`config.mk`:
```
export PLATFORM = sky130hd
export DESIGN_NAME = loproc_irq_ctrl_flat
export DESIGN_NICKNAME = d
export VERILOG_FILES = /design/src/rtl/loproc_irq_ctrl_pkg.sv /design/src/rtl/loproc_irq_ctrl_if.sv /design/src/rtl/loproc_irq_prio_enc.sv /design/src/rtl/loproc_irq_ctrl.sv /design/src/flat_wrapper.sv
export SDC_FILE = /design/constraint.sdc
export NUM_CORES = 1
export LEC_CHECK = 0
export ABC_AREA = 1
export CAP_MARGIN = 20
export CORE_ASPECT_RATIO = 1.2
export CORE_MARGIN = 1
export CORE_UTILIZATION = 35
export CTS_CLUSTER_DIAMETER = 60
export DETAILED_ROUTE_END_ITERATION = 6
export GPL_ROUTABILITY_DRIVEN = 0
export HOLD_SLACK_MARGIN = 0.15
export MAX_ROUTING_LAYER = met4
export PLACE_DENSITY_LB_ADDON = 0.12
export SLEW_MARGIN = 0
export SYNTH_ARGS = -nofsm -noshare
export SYNTH_HDL_FRONTEND = slang
export SYNTH_HIERARCHICAL = 1
export SYNTH_SLANG_ARGS = --single-unit
```
`constraint.sdc`:
```
create_clock -name clk -period 3.35 [get_ports clk]
set_input_delay 0.335 -clock clk [delete_from_list [all_inputs] [get_ports clk]]
set_output_delay 0.335 -clock clk [all_outputs]
set_load 0.05 [all_outputs]
```
`src/rtl/loproc_irq_ctrl_pkg.sv`:
```
// loproc_irq_ctrl_pkg: shared widths, FSM encodings, vector defaults and the vector address helper
package loproc_irq_ctrl_pkg;
  localparam int INSTRUCTION_WIDTH = 32;
  localparam int IRQ_ID_WIDTH = 4;
  localparam logic [31:0] DEF_VEC_BASE = 32'h0000_0010;
  localparam logic [31:0] DEF_VEC_STRIDE = 32'h0000_0004;
  typedef enum logic [1:0] {
    IRQ_ST_IDLE    = 2'd0,
    IRQ_ST_ARMED   = 2'd1,
    IRQ_ST_SERVICE = 2'd2
  } irq_state_e;
  function automatic logic [INSTRUCTION_WIDTH-1:0] vec_addr(
    input logic [31:0] base,
    input logic [31:0] stride,
    input logic [IRQ_ID_WIDTH-1:0] id
  );
    logic [31:0] a;
    a = base + 32'(id) * stride;
    return a[INSTRUCTION_WIDTH-1:0];
  endfunction
endpackage

```
`src/rtl/loproc_irq_ctrl_if.sv`:
```
// loproc_irq_ctrl_if: request, mask/enable and PC-side signals of the interrupt controller
// master drives requests, mask, gie and PC strobes; slave (the controller) returns vector,
// return address, service status, taken id and one-hot acknowledge.
interface loproc_irq_ctrl_if
  import loproc_irq_ctrl_pkg::*;
#(
  parameter int NUM_IRQ = 4
);
  logic [NUM_IRQ-1:0] irq_req;
  logic mask_we;
  logic [NUM_IRQ-1:0] mask_wdata;
  logic gie_set;
  logic gie_clr;
  logic pc_load;
  logic [INSTRUCTION_WIDTH-1:0] pc_addr;
  logic reti;
  logic interrupt;
  logic [INSTRUCTION_WIDTH-1:0] interrupt_addr;
  logic [INSTRUCTION_WIDTH-1:0] ret_addr;
  logic in_service;
  logic [IRQ_ID_WIDTH-1:0] irq_id;
  logic [NUM_IRQ-1:0] irq_ack;
  modport master (
    output irq_req, mask_we, mask_wdata, gie_set, gie_clr, pc_load, pc_addr, reti,
    input  interrupt, interrupt_addr, ret_addr, in_service, irq_id, irq_ack
  );
  modport slave (
    input  irq_req, mask_we, mask_wdata, gie_set, gie_clr, pc_load, pc_addr, reti,
    output interrupt, interrupt_addr, ret_addr, in_service, irq_id, irq_ack
  );
endinterface

```
`src/rtl/loproc_irq_prio_enc.sv`:
```
// loproc_irq_prio_enc: lowest-index-wins priority encoder; req in, valid and id out
module loproc_irq_prio_enc
  import loproc_irq_ctrl_pkg::*;
#(
  parameter int NUM_IRQ = 4
) (
  input  logic [NUM_IRQ-1:0] req,
  output logic valid,
  output logic [IRQ_ID_WIDTH-1:0] id
);
  always_comb begin
    valid = |req;
    id = '0;
    for (int i = NUM_IRQ - 1; i >= 0; i--)
      if (req[i]) id = IRQ_ID_WIDTH'(i);
  end
endmodule

```
`src/rtl/loproc_irq_ctrl.sv`:
```
// loproc_irq_ctrl: edge-latched, masked, prioritised interrupt sequencer for loproc_pc
// clk/rst: clock and async active-high reset; bus: slave side of loproc_irq_ctrl_if.
module loproc_irq_ctrl
  import loproc_irq_ctrl_pkg::*;
#(
  parameter int NUM_IRQ = 4,
  parameter logic [31:0] VEC_BASE = DEF_VEC_BASE,
  parameter logic [31:0] VEC_STRIDE = DEF_VEC_STRIDE
) (
  input logic clk,
  input logic rst,
  loproc_irq_ctrl_if.slave bus
);
  irq_state_e state_q, state_d;
  logic [NUM_IRQ-1:0] req_q, pending_q, pending_d, mask_q, mask_d, ack_q, ack_d, eligible;
  logic gie_q, gie_d, int_q, int_d, svc_q, svc_d;
  logic [INSTRUCTION_WIDTH-1:0] addr_q, addr_d, ret_q, ret_d;
  logic [IRQ_ID_WIDTH-1:0] id_q, id_d, enc_id;
  logic enc_valid, accept, take;
  assign eligible = pending_q & ~mask_q;
  loproc_irq_prio_enc #(.NUM_IRQ(NUM_IRQ)) u_enc (.req(eligible), .valid(enc_valid), .id(enc_id));
  always_comb begin
    accept = state_q == IRQ_ST_ARMED && bus.pc_load;
    take = gie_q && enc_valid;
    ack_d = accept ? NUM_IRQ'(1) << id_q : '0;
    // a fresh edge in the ack cycle re-raises the line
    pending_d = (pending_q & ~ack_d) | (bus.irq_req & ~req_q);
    mask_d = bus.mask_we ? bus.mask_wdata : mask_q;
    // the vector shown with interrupt=1 is already committed to the PC, so pc_load wins
    state_d = accept ? IRQ_ST_SERVICE
            : state_q == IRQ_ST_SERVICE ? (bus.reti ? IRQ_ST_IDLE : IRQ_ST_SERVICE)
            : take ? IRQ_ST_ARMED : IRQ_ST_IDLE;
    id_d = state_d == IRQ_ST_ARMED ? enc_id : id_q;
    addr_d = state_d == IRQ_ST_ARMED ? vec_addr(VEC_BASE, VEC_STRIDE, enc_id) : addr_q;
    // gie writes are frozen in service; reti restores gie unless cleared in the same cycle
    gie_d = accept ? 1'b0
          : state_q == IRQ_ST_SERVICE ? (bus.reti ? ~bus.gie_clr : gie_q)
          : bus.gie_clr ? 1'b0 : bus.gie_set ? 1'b1 : gie_q;
    int_d = state_d == IRQ_ST_ARMED;
    svc_d = state_d == IRQ_ST_SERVICE;
    ret_d = accept ? bus.pc_addr : ret_q;
  end
  always_ff @(posedge clk or posedge rst)
    if (rst) begin
      state_q <= IRQ_ST_IDLE;
      req_q <= '0;
      pending_q <= '0;
      mask_q <= '1;
      ack_q <= '0;
      gie_q <= 1'b0;
      int_q <= 1'b0;
      svc_q <= 1'b0;
      addr_q <= vec_addr(VEC_BASE, VEC_STRIDE, '0);
      ret_q <= '0;
      id_q <= '0;
    end else begin
      state_q <= state_d;
      req_q <= bus.irq_req;
      pending_q <= pending_d;
      mask_q <= mask_d;
      ack_q <= ack_d;
      gie_q <= gie_d;
      int_q <= int_d;
      svc_q <= svc_d;
      addr_q <= addr_d;
      ret_q <= ret_d;
      id_q <= id_d;
    end
  assign bus.interrupt = int_q;
  assign bus.interrupt_addr = addr_q;
  assign bus.ret_addr = ret_q;
  assign bus.in_service = svc_q;
  assign bus.irq_id = id_q;
  assign bus.irq_ack = ack_q;
endmodule

```
`src/flat_wrapper.sv`:
```
// flat-port wrapper written by rule: the top's interface ports become plain ports
module loproc_irq_ctrl_flat import loproc_irq_ctrl_pkg::*;
#(
  parameter int NUM_IRQ = 4,
  parameter logic [31:0] VEC_BASE = DEF_VEC_BASE,
  parameter logic [31:0] VEC_STRIDE = DEF_VEC_STRIDE
)
  (clk, rst, bus_irq_req, bus_mask_we, bus_mask_wdata, bus_gie_set, bus_gie_clr, bus_pc_load, bus_pc_addr, bus_reti, bus_interrupt, bus_interrupt_addr, bus_ret_addr, bus_in_service, bus_irq_id, bus_irq_ack);
  loproc_irq_ctrl_if #(.NUM_IRQ(NUM_IRQ)) bus_i ();
  input logic clk;
  input logic rst;
  input wire logic [$bits(bus_i.irq_req)-1:0] bus_irq_req;
  input wire logic [$bits(bus_i.mask_we)-1:0] bus_mask_we;
  input wire logic [$bits(bus_i.mask_wdata)-1:0] bus_mask_wdata;
  input wire logic [$bits(bus_i.gie_set)-1:0] bus_gie_set;
  input wire logic [$bits(bus_i.gie_clr)-1:0] bus_gie_clr;
  input wire logic [$bits(bus_i.pc_load)-1:0] bus_pc_load;
  input wire logic [$bits(bus_i.pc_addr)-1:0] bus_pc_addr;
  input wire logic [$bits(bus_i.reti)-1:0] bus_reti;
  output wire logic [$bits(bus_i.interrupt)-1:0] bus_interrupt;
  output wire logic [$bits(bus_i.interrupt_addr)-1:0] bus_interrupt_addr;
  output wire logic [$bits(bus_i.ret_addr)-1:0] bus_ret_addr;
  output wire logic [$bits(bus_i.in_service)-1:0] bus_in_service;
  output wire logic [$bits(bus_i.irq_id)-1:0] bus_irq_id;
  output wire logic [$bits(bus_i.irq_ack)-1:0] bus_irq_ack;
  assign bus_i.irq_req = bus_irq_req;
  assign bus_i.mask_we = bus_mask_we;
  assign bus_i.mask_wdata = bus_mask_wdata;
  assign bus_i.gie_set = bus_gie_set;
  assign bus_i.gie_clr = bus_gie_clr;
  assign bus_i.pc_load = bus_pc_load;
  assign bus_i.pc_addr = bus_pc_addr;
  assign bus_i.reti = bus_reti;
  assign bus_interrupt = bus_i.interrupt;
  assign bus_interrupt_addr = bus_i.interrupt_addr;
  assign bus_ret_addr = bus_i.ret_addr;
  assign bus_in_service = bus_i.in_service;
  assign bus_irq_id = bus_i.irq_id;
  assign bus_irq_ack = bus_i.irq_ack;
  loproc_irq_ctrl #(.NUM_IRQ(NUM_IRQ), .VEC_BASE(VEC_BASE), .VEC_STRIDE(VEC_STRIDE)) u_core (.clk(clk), .rst(rst), .bus(bus_i));
endmodule
```
==> results of run 1 <==
==> synthesized netlist by cell type <==
| cell type | n |
|---|---|
| nand2_1 | 143 |
| dfrtp_1 | 55 |
| buf_4 | 31 |
| inv_1 | 26 |
| nor2_1 | 9 |
| nand3_1 | 6 |
| dfstp_2 | 5 |
| mux2_2 | 4 |
| buf_12 | 3 |
| buf_2 | 3 |
| a21oi_2 | 2 |
| conb_1 | 2 |
| inv_2 | 2 |
| nor2_2 | 2 |
| clkbuf_8 | 1 |
| ha_1 | 1 |
| nand3_2 | 1 |
| nand4_1 | 1 |
==> flip-flops by register name (all words and copies together), names as in the netlist <==
register and cells:
u_core/bus.in_service 1, u_core/bus.interrupt 1, u_core/bus.interrupt_addr 3, u_core/bus.irq_ack 4
u_core/bus.irq_id 4, u_core/bus.ret_addr 32, u_core/gie_q 1, u_core/mask_q 4
u_core/pending_q 4, u_core/req_q 4, u_core/state_q 2
==> logic make-up (layout without fill, tap and decap cells) <==
| kind of cell | count (synthesis) | after routing | share of synthesized area (%) |
|---|---|---|---|
| buf+inv | 66 | 141 | 16.1 |
| flops | 60 | 60 | 57.0 |
| mux | 4 | 4 | 1.70 |
| other cells | 2 | 29 | 0.284 |
| compound gates | 2 | 2 | 0.662 |
| fa+ha+maj | 1 | 1 | 0.473 |
| simple gates | 162 | 162 | 23.8 |
==> per-stage QoR <==
stage          cell area, um2  total power, mW  hold slack, ps  std cells  util, %
2_1_floorplan            2750             2.57             366        324        -
3_3_place_gp             3500             3.13             459        473     48.1
3_5_place_dp             3500             3.15             458        473     48.1
4_1_cts                  3690             3.79             341        489     50.7
5_1_grt                  3690             3.97             379        489     50.7
6_report                 3690             3.73             339        489     50.7
==> power breakdown <==
part | total [mW] | internal [mW] | switching (mW)
sequential | 1.15 | 0.997 | 0.155
clock | 0.612 | 0.349 | 0.262
combinational | 1.97 | 0.611 | 1.36
==> placed cells by master, fill, tap and decap left out <==
cell type / instances
a21oi_2: 2
dfstp_2: 5
inv_1: 25
clkdlybuf4s50_1: 93
clkbuf_8: 13
ha_1: 1
nor2_2: 2
conb_1: 29
buf_4: 4
nand2_1: 143
dfrtp_1: 55
clkbuf_1: 2
nand3_2: 1
nand3_1: 6
nor2_1: 9
mux2_2: 4
nand4_1: 1
inv_2: 3
clkinv_2: 1
==> worst register-to-register path, cell delays in order (launching register included) <==
cell,delay (ps)
dfrtp_1,380
nand2_1,80
nor2_2,580
buf_4,360
nand2_1,80
nand2_1,70
==> worst paths after layout <==
kind / startpoint / end / slack (ps) / depth (start not counted)
worst min register to register: u_core/pending_q[0] / u_core/pending_q[0] / 470 / 2
max in group asynchronous: rst / u_core/mask_q[2] / 2300 / 3
worst max register to register: u_core/state_q[0] / u_core/bus.ret_addr[14] / 1740 / 5
worst max-delay path: u_core/bus.interrupt_addr[4] / bus_interrupt_addr[4] / 1370 / 1
min in group clk: u_core/pending_q[0] / u_core/pending_q[0] / 470 / 2
worst min-delay path: rst / u_core/bus.ret_addr[6] / 340 / 2
==> area by class of cell <==
class / instances / area [um2] / area share [%]
clock buffers: 15 / 186 / 5.05
clock inverters: 1 / 5.00 / 0.136
inverters: 28 / 105 / 2.85
multi-input cells: 198 / 813 / 22.0
flip-flops and latches: 60 / 1510 / 40.8
well taps: 90 / 113 / 3.05
repair buffers: 97 / 961 / 26.0
==> per-layer routing <==
metal	routed length [um]	up-vias	share of wire [%]	GRT usage, %
met2	2570	77	47	24.0
met1	2330	920	42	18.8
li1	-	1019	-	-
met5	0	-	0	-
met3	430	15	7.8	4.13
met4	153	0	2.8	8.65
==> results.sh, run 1 <==
export IMPL_syn_mean_instance_area_um2=8.91
export IMPL_drc=0
export IMPL_grt_pass1_vias=1965
export IMPL_die_h_um=97.3
export IMPL_cts_path_max_buffers=2
export IMPL_worstSetupEndpointType="primary output"
export IMPL_worst_path_buf_inv=1
export IMPL_critical_path_arrival_ps=1650
export IMPL_cts_tree="done"
export IMPL_drt_iter0_markers=75
export IMPL_worst_path_max_fanout=2
export IMPL_fin_worst_skew_ps=4.87
export IMPL_grt_usage_pct=15.8
export IMPL_synth_seq_cells=60
export IMPL_antenna_left=0
export IMPL_cts_setup_buffers=0
export IMPL_hold_viol_final=0
export IMPL_grt_overflow_total=0
export IMPL_ys_seq_area_share_pct=57.0
export IMPL_worstPathRequired_ps=3010
export IMPL_status="finished clean"
export IMPL_fillers=704
export IMPL_root_buffer="clkbuf_8"
export IMPL_firstDrtPassIters=4
export IMPL_syn_area_um2=2650
export IMPL_initial_core_util_pct=36.4
export IMPL_grt_pass1_wl_um=9150
export IMPL_clkSinkCount=60
export IMPL_yosysTopAreaCell="dfrtp_1"
export IMPL_dpl_worst_slack_ps=1240
export IMPL_ys_types=18
export IMPL_slew_headroom_pct=49.5
export IMPL_grt_start_max_net_pins=23
export IMPL_routed_wirelength_um=5490
export IMPL_numCtsBuffers=9
export IMPL_critPathTopFamily="buffers and inverters"
export IMPL_fin_setup_tns_ps=0
export IMPL_ios=121
export IMPL_final_max_slew_violation_count=0
export IMPL_vias=2031
export IMPL_wl_per_cell_um=11.2
export IMPL_ys_warn_count=6
export IMPL_post_cts_resized=0
export IMPL_crit_path_start_kind="register"
export IMPL_hpwl_um=4040
export IMPL_ir_drop_v=0.000424
export IMPL_vias_per_cell=4.15
export IMPL_cts_hold_buf=0
export IMPL_antenna_found_initial=0
export IMPL_worstMarginPinSlew_ps=756
export IMPL_grt_setup_unrepaired="false"
export IMPL_htree_levels=3
export IMPL_clk_pin_slew_ps=70
export IMPL_critical_path_class="register to primary output"
export IMPL_p_leak_nw=1.94
export IMPL_period_needed_ps=1980
export IMPL_area_growth_pct=39.5
export IMPL_nets=442
export IMPL_critical_path_max_stage_delay_ps=790
export IMPL_num_antenna_cells=0
export IMPL_clock_latency_ps=330
export IMPL_drive_gt1_share_pct=8.77
export IMPL_crit_slowest_cell="clkdlybuf4s50_1"
export IMPL_core_um2=7270
export IMPL_placement_io_buffers=93
export IMPL_hold_class="primary input to async pin"
export IMPL_row_count=34
export IMPL_p_per_area_nw_per_um2=1010
export IMPL_die_w_um=81.4
export IMPL_die_area_um2=7910
export IMPL_setup_violations=0
export IMPL_yosysTopAreaCellShare_pct=52.0
export IMPL_synth_top_cells_by_area="dfrtp_1 52%, nand2_1 20%, buf_4 8.8%"
export IMPL_fin_ws_ps=1370
export IMPL_crit_chain="clkdlybuf4s50_1"
export IMPL_max_freq_mhz=504
export IMPL_syn_inst=297
export IMPL_period_share_pct=59.2
export IMPL_maxCapViolCount=0
(Power assumes the default switching activity.)
==> run 2, diff against run 1 <==
==> constraint.sdc (replaced) <==
create_clock -name clk -period 1.9 [get_ports clk]
set_input_delay 0.19 -clock clk [delete_from_list [all_inputs] [get_ports clk]]
set_output_delay 0.19 -clock clk [all_outputs]
set_load 0.05 [all_outputs]
==> run 2 against run 1 <==
  * Routed wire length is 0.27% lower
  * Critical path depth stayed put
  * Non-clock buffer count is 2 higher
  * Largest power group unchanged
==> results.sh, run 2 (same netlist as run 1, synthesis figures left out) <==
export IMPL_grt_overflow_total=0
export IMPL_mostFrequentLayoutCells="143 x nand2_1, 92 x clkdlybuf4s50_1, 55 x dfrtp_1, 29 x conb_1, 25 x inv_1"
export IMPL_clkSinkCount=60
export IMPL_row_count=34
export IMPL_num_antenna_cells=0
export IMPL_largest_register_ffs=32
export IMPL_drt_iter0_markers=66
export IMPL_p_int_mw=3.52
export IMPL_p_comb_share_pct=52.2
export IMPL_p_leak_nw=1.97
export IMPL_grt_start_max_net_pins=23
export IMPL_antenna_left=0
export IMPL_hold_class="primary input to async pin"
export IMPL_placement_io_buffers=93
export IMPL_root_buffer="clkbuf_8"
export IMPL_vias=2044
export IMPL_antenna_found_initial=0
export IMPL_core_um2=7270
export IMPL_final_max_slew_violation_count=0
export IMPL_status="finished clean"
export IMPL_cts_tree="done"
export IMPL_hpwl_um=3940
export IMPL_critical_path_max_stage_delay_ps=860
export IMPL_worstMarginPinSlew_ps=522
export IMPL_grt_usage_pct=15.7
export IMPL_crit_path_start_kind="register"
export IMPL_dpl_worst_slack_ps=362
export IMPL_worst_path_buf_inv=1
export IMPL_p_seq_share_pct=30.5
export IMPL_critPathTopFamily="buffers and inverters"
export IMPL_htree_levels=3
export IMPL_p_switching_mw=3.15
export IMPL_worstPathRequired_ps=1710
export IMPL_fin_worst_skew_ps=8.03
export IMPL_cts_hold_buf=0
export IMPL_drc=0
export IMPL_grt_pass1_wl_um=9000
export IMPL_worst_path_max_fanout=5
export IMPL_fillers=693
export IMPL_numCtsBuffers=9
export IMPL_period_needed_ps=1810
export IMPL_setup_violations=0
export IMPL_final_common_cell="nand2_1"
export IMPL_ios=121
export IMPL_clk_pin_slew_ps=70
export IMPL_firstDrtPassIters=4
export IMPL_ir_drop_v=0.000889
export IMPL_area_growth_pct=41.3
export IMPL_routed_wirelength_um=5470
export IMPL_fin_setup_tns_ps=0
export IMPL_clock_latency_ps=330
export IMPL_die_w_um=81.4
export IMPL_period_share_pct=95.4
export IMPL_swShare_pct=47.2
export IMPL_p_total_mw=6.67
export IMPL_critical_path_class="register to primary output"
export IMPL_vias_per_cell=4.16
export IMPL_cts_setup_buffers=0
export IMPL_drive_gt1_share_pct=9.73
export IMPL_post_cts_resized=0
export IMPL_maxCapViolCount=0
export IMPL_hold_viol_final=0
export IMPL_wl_per_cell_um=11.1
export IMPL_die_h_um=97.3
export IMPL_max_freq_mhz=552
export IMPL_cts_path_max_buffers=2
export IMPL_p_per_area_nw_per_um2=1780
export IMPL_critical_path_arrival_ps=1620
export IMPL_fin_ws_ps=87.9
export IMPL_initial_core_util_pct=36.4
export IMPL_nets=444
export IMPL_worstSetupEndpointType="primary output"
export IMPL_crit_chain="clkdlybuf4s50_1"
export IMPL_slew_headroom_pct=65.1
export IMPL_grt_pass1_vias=2006
export IMPL_crit_slowest_cell="clkdlybuf4s50_1"
export IMPL_grt_setup_unrepaired="false"
export IMPL_die_area_um2=7910
export IMPL_clkPwrFrac_pct=17.3
[run 2: final cells by class]
| cell class | count | area (um2) | area share [%] |
|---|---|---|---|
| clock inverters | 4 | 47.5 | 1.27 |
| multi-input cells | 198 | 813 | 21.7 |
| well taps | 90 | 113 | 3.01 |
| repair buffers | 99 | 998 | 26.7 |
| flip-flops and latches | 60 | 1510 | 40.3 |
| inverters | 28 | 105 | 2.81 |
| clock buffers | 12 | 155 | 4.15 |
[run 2: path summary, 6_finish.rpt]
| kind | cells past startpoint | slack [ps] | from | end |
|---|---|---|---|---|
| setup / recovery | 1 | 90 | u_core/bus.irq_id[1] | bus_irq_id[1] |
| hold / removal | 2 | 180 | rst | u_core/bus.ret_addr[5] |
| setup reg to reg | 10 | 500 | u_core/pending_q[0] | u_core/bus.irq_id[1] |
| hold reg to reg | 2 | 480 | u_core/pending_q[0] | u_core/pending_q[0] |
| max in group asynchronous | 3 | 1160 | rst | u_core/mask_q[3] |
| min in group clk | 1 | 320 | bus_irq_req[0] | u_core/req_q[0] |
[run 2: layer usage]
layer  GRT usage, %  share of wire (%)  vias to the layer above
met5              -                  0                        -
met4           10.4                3.3                        0
met3           3.66                7.5                       16
met2           23.3                 46                       88
met1           18.5                 43                      918
li1               -                  -                     1022
[run 2: metrics by stage]
| stage | utilization, % | hold slack [ps] | cells | cell area, um2 |
|---|---|---|---|---|
| detailed placement | 48.6 | 463 | 475 | 3540 |
| global route | 51.4 | 224 | 491 | 3740 |
| global placement | 48.6 | 460 | 475 | 3540 |
| finish | 51.4 | 180 | 491 | 3740 |
| CTS | 51.4 | 184 | 491 | 3740 |
| floorplan | - | 221 | 324 | 2750 |
[run 2: power groups by stage]
stage	Sequential (mW)	Clock [mW]	Combinational, mW
after floorplan	3.46	0	1.06
after global placement	2.05	0	3.48
after detailed placement	2.05	0	3.51
after CTS	2.04	1.21	3.52
after global routing	2.09	1.27	3.72
final	2.03	1.16	3.48
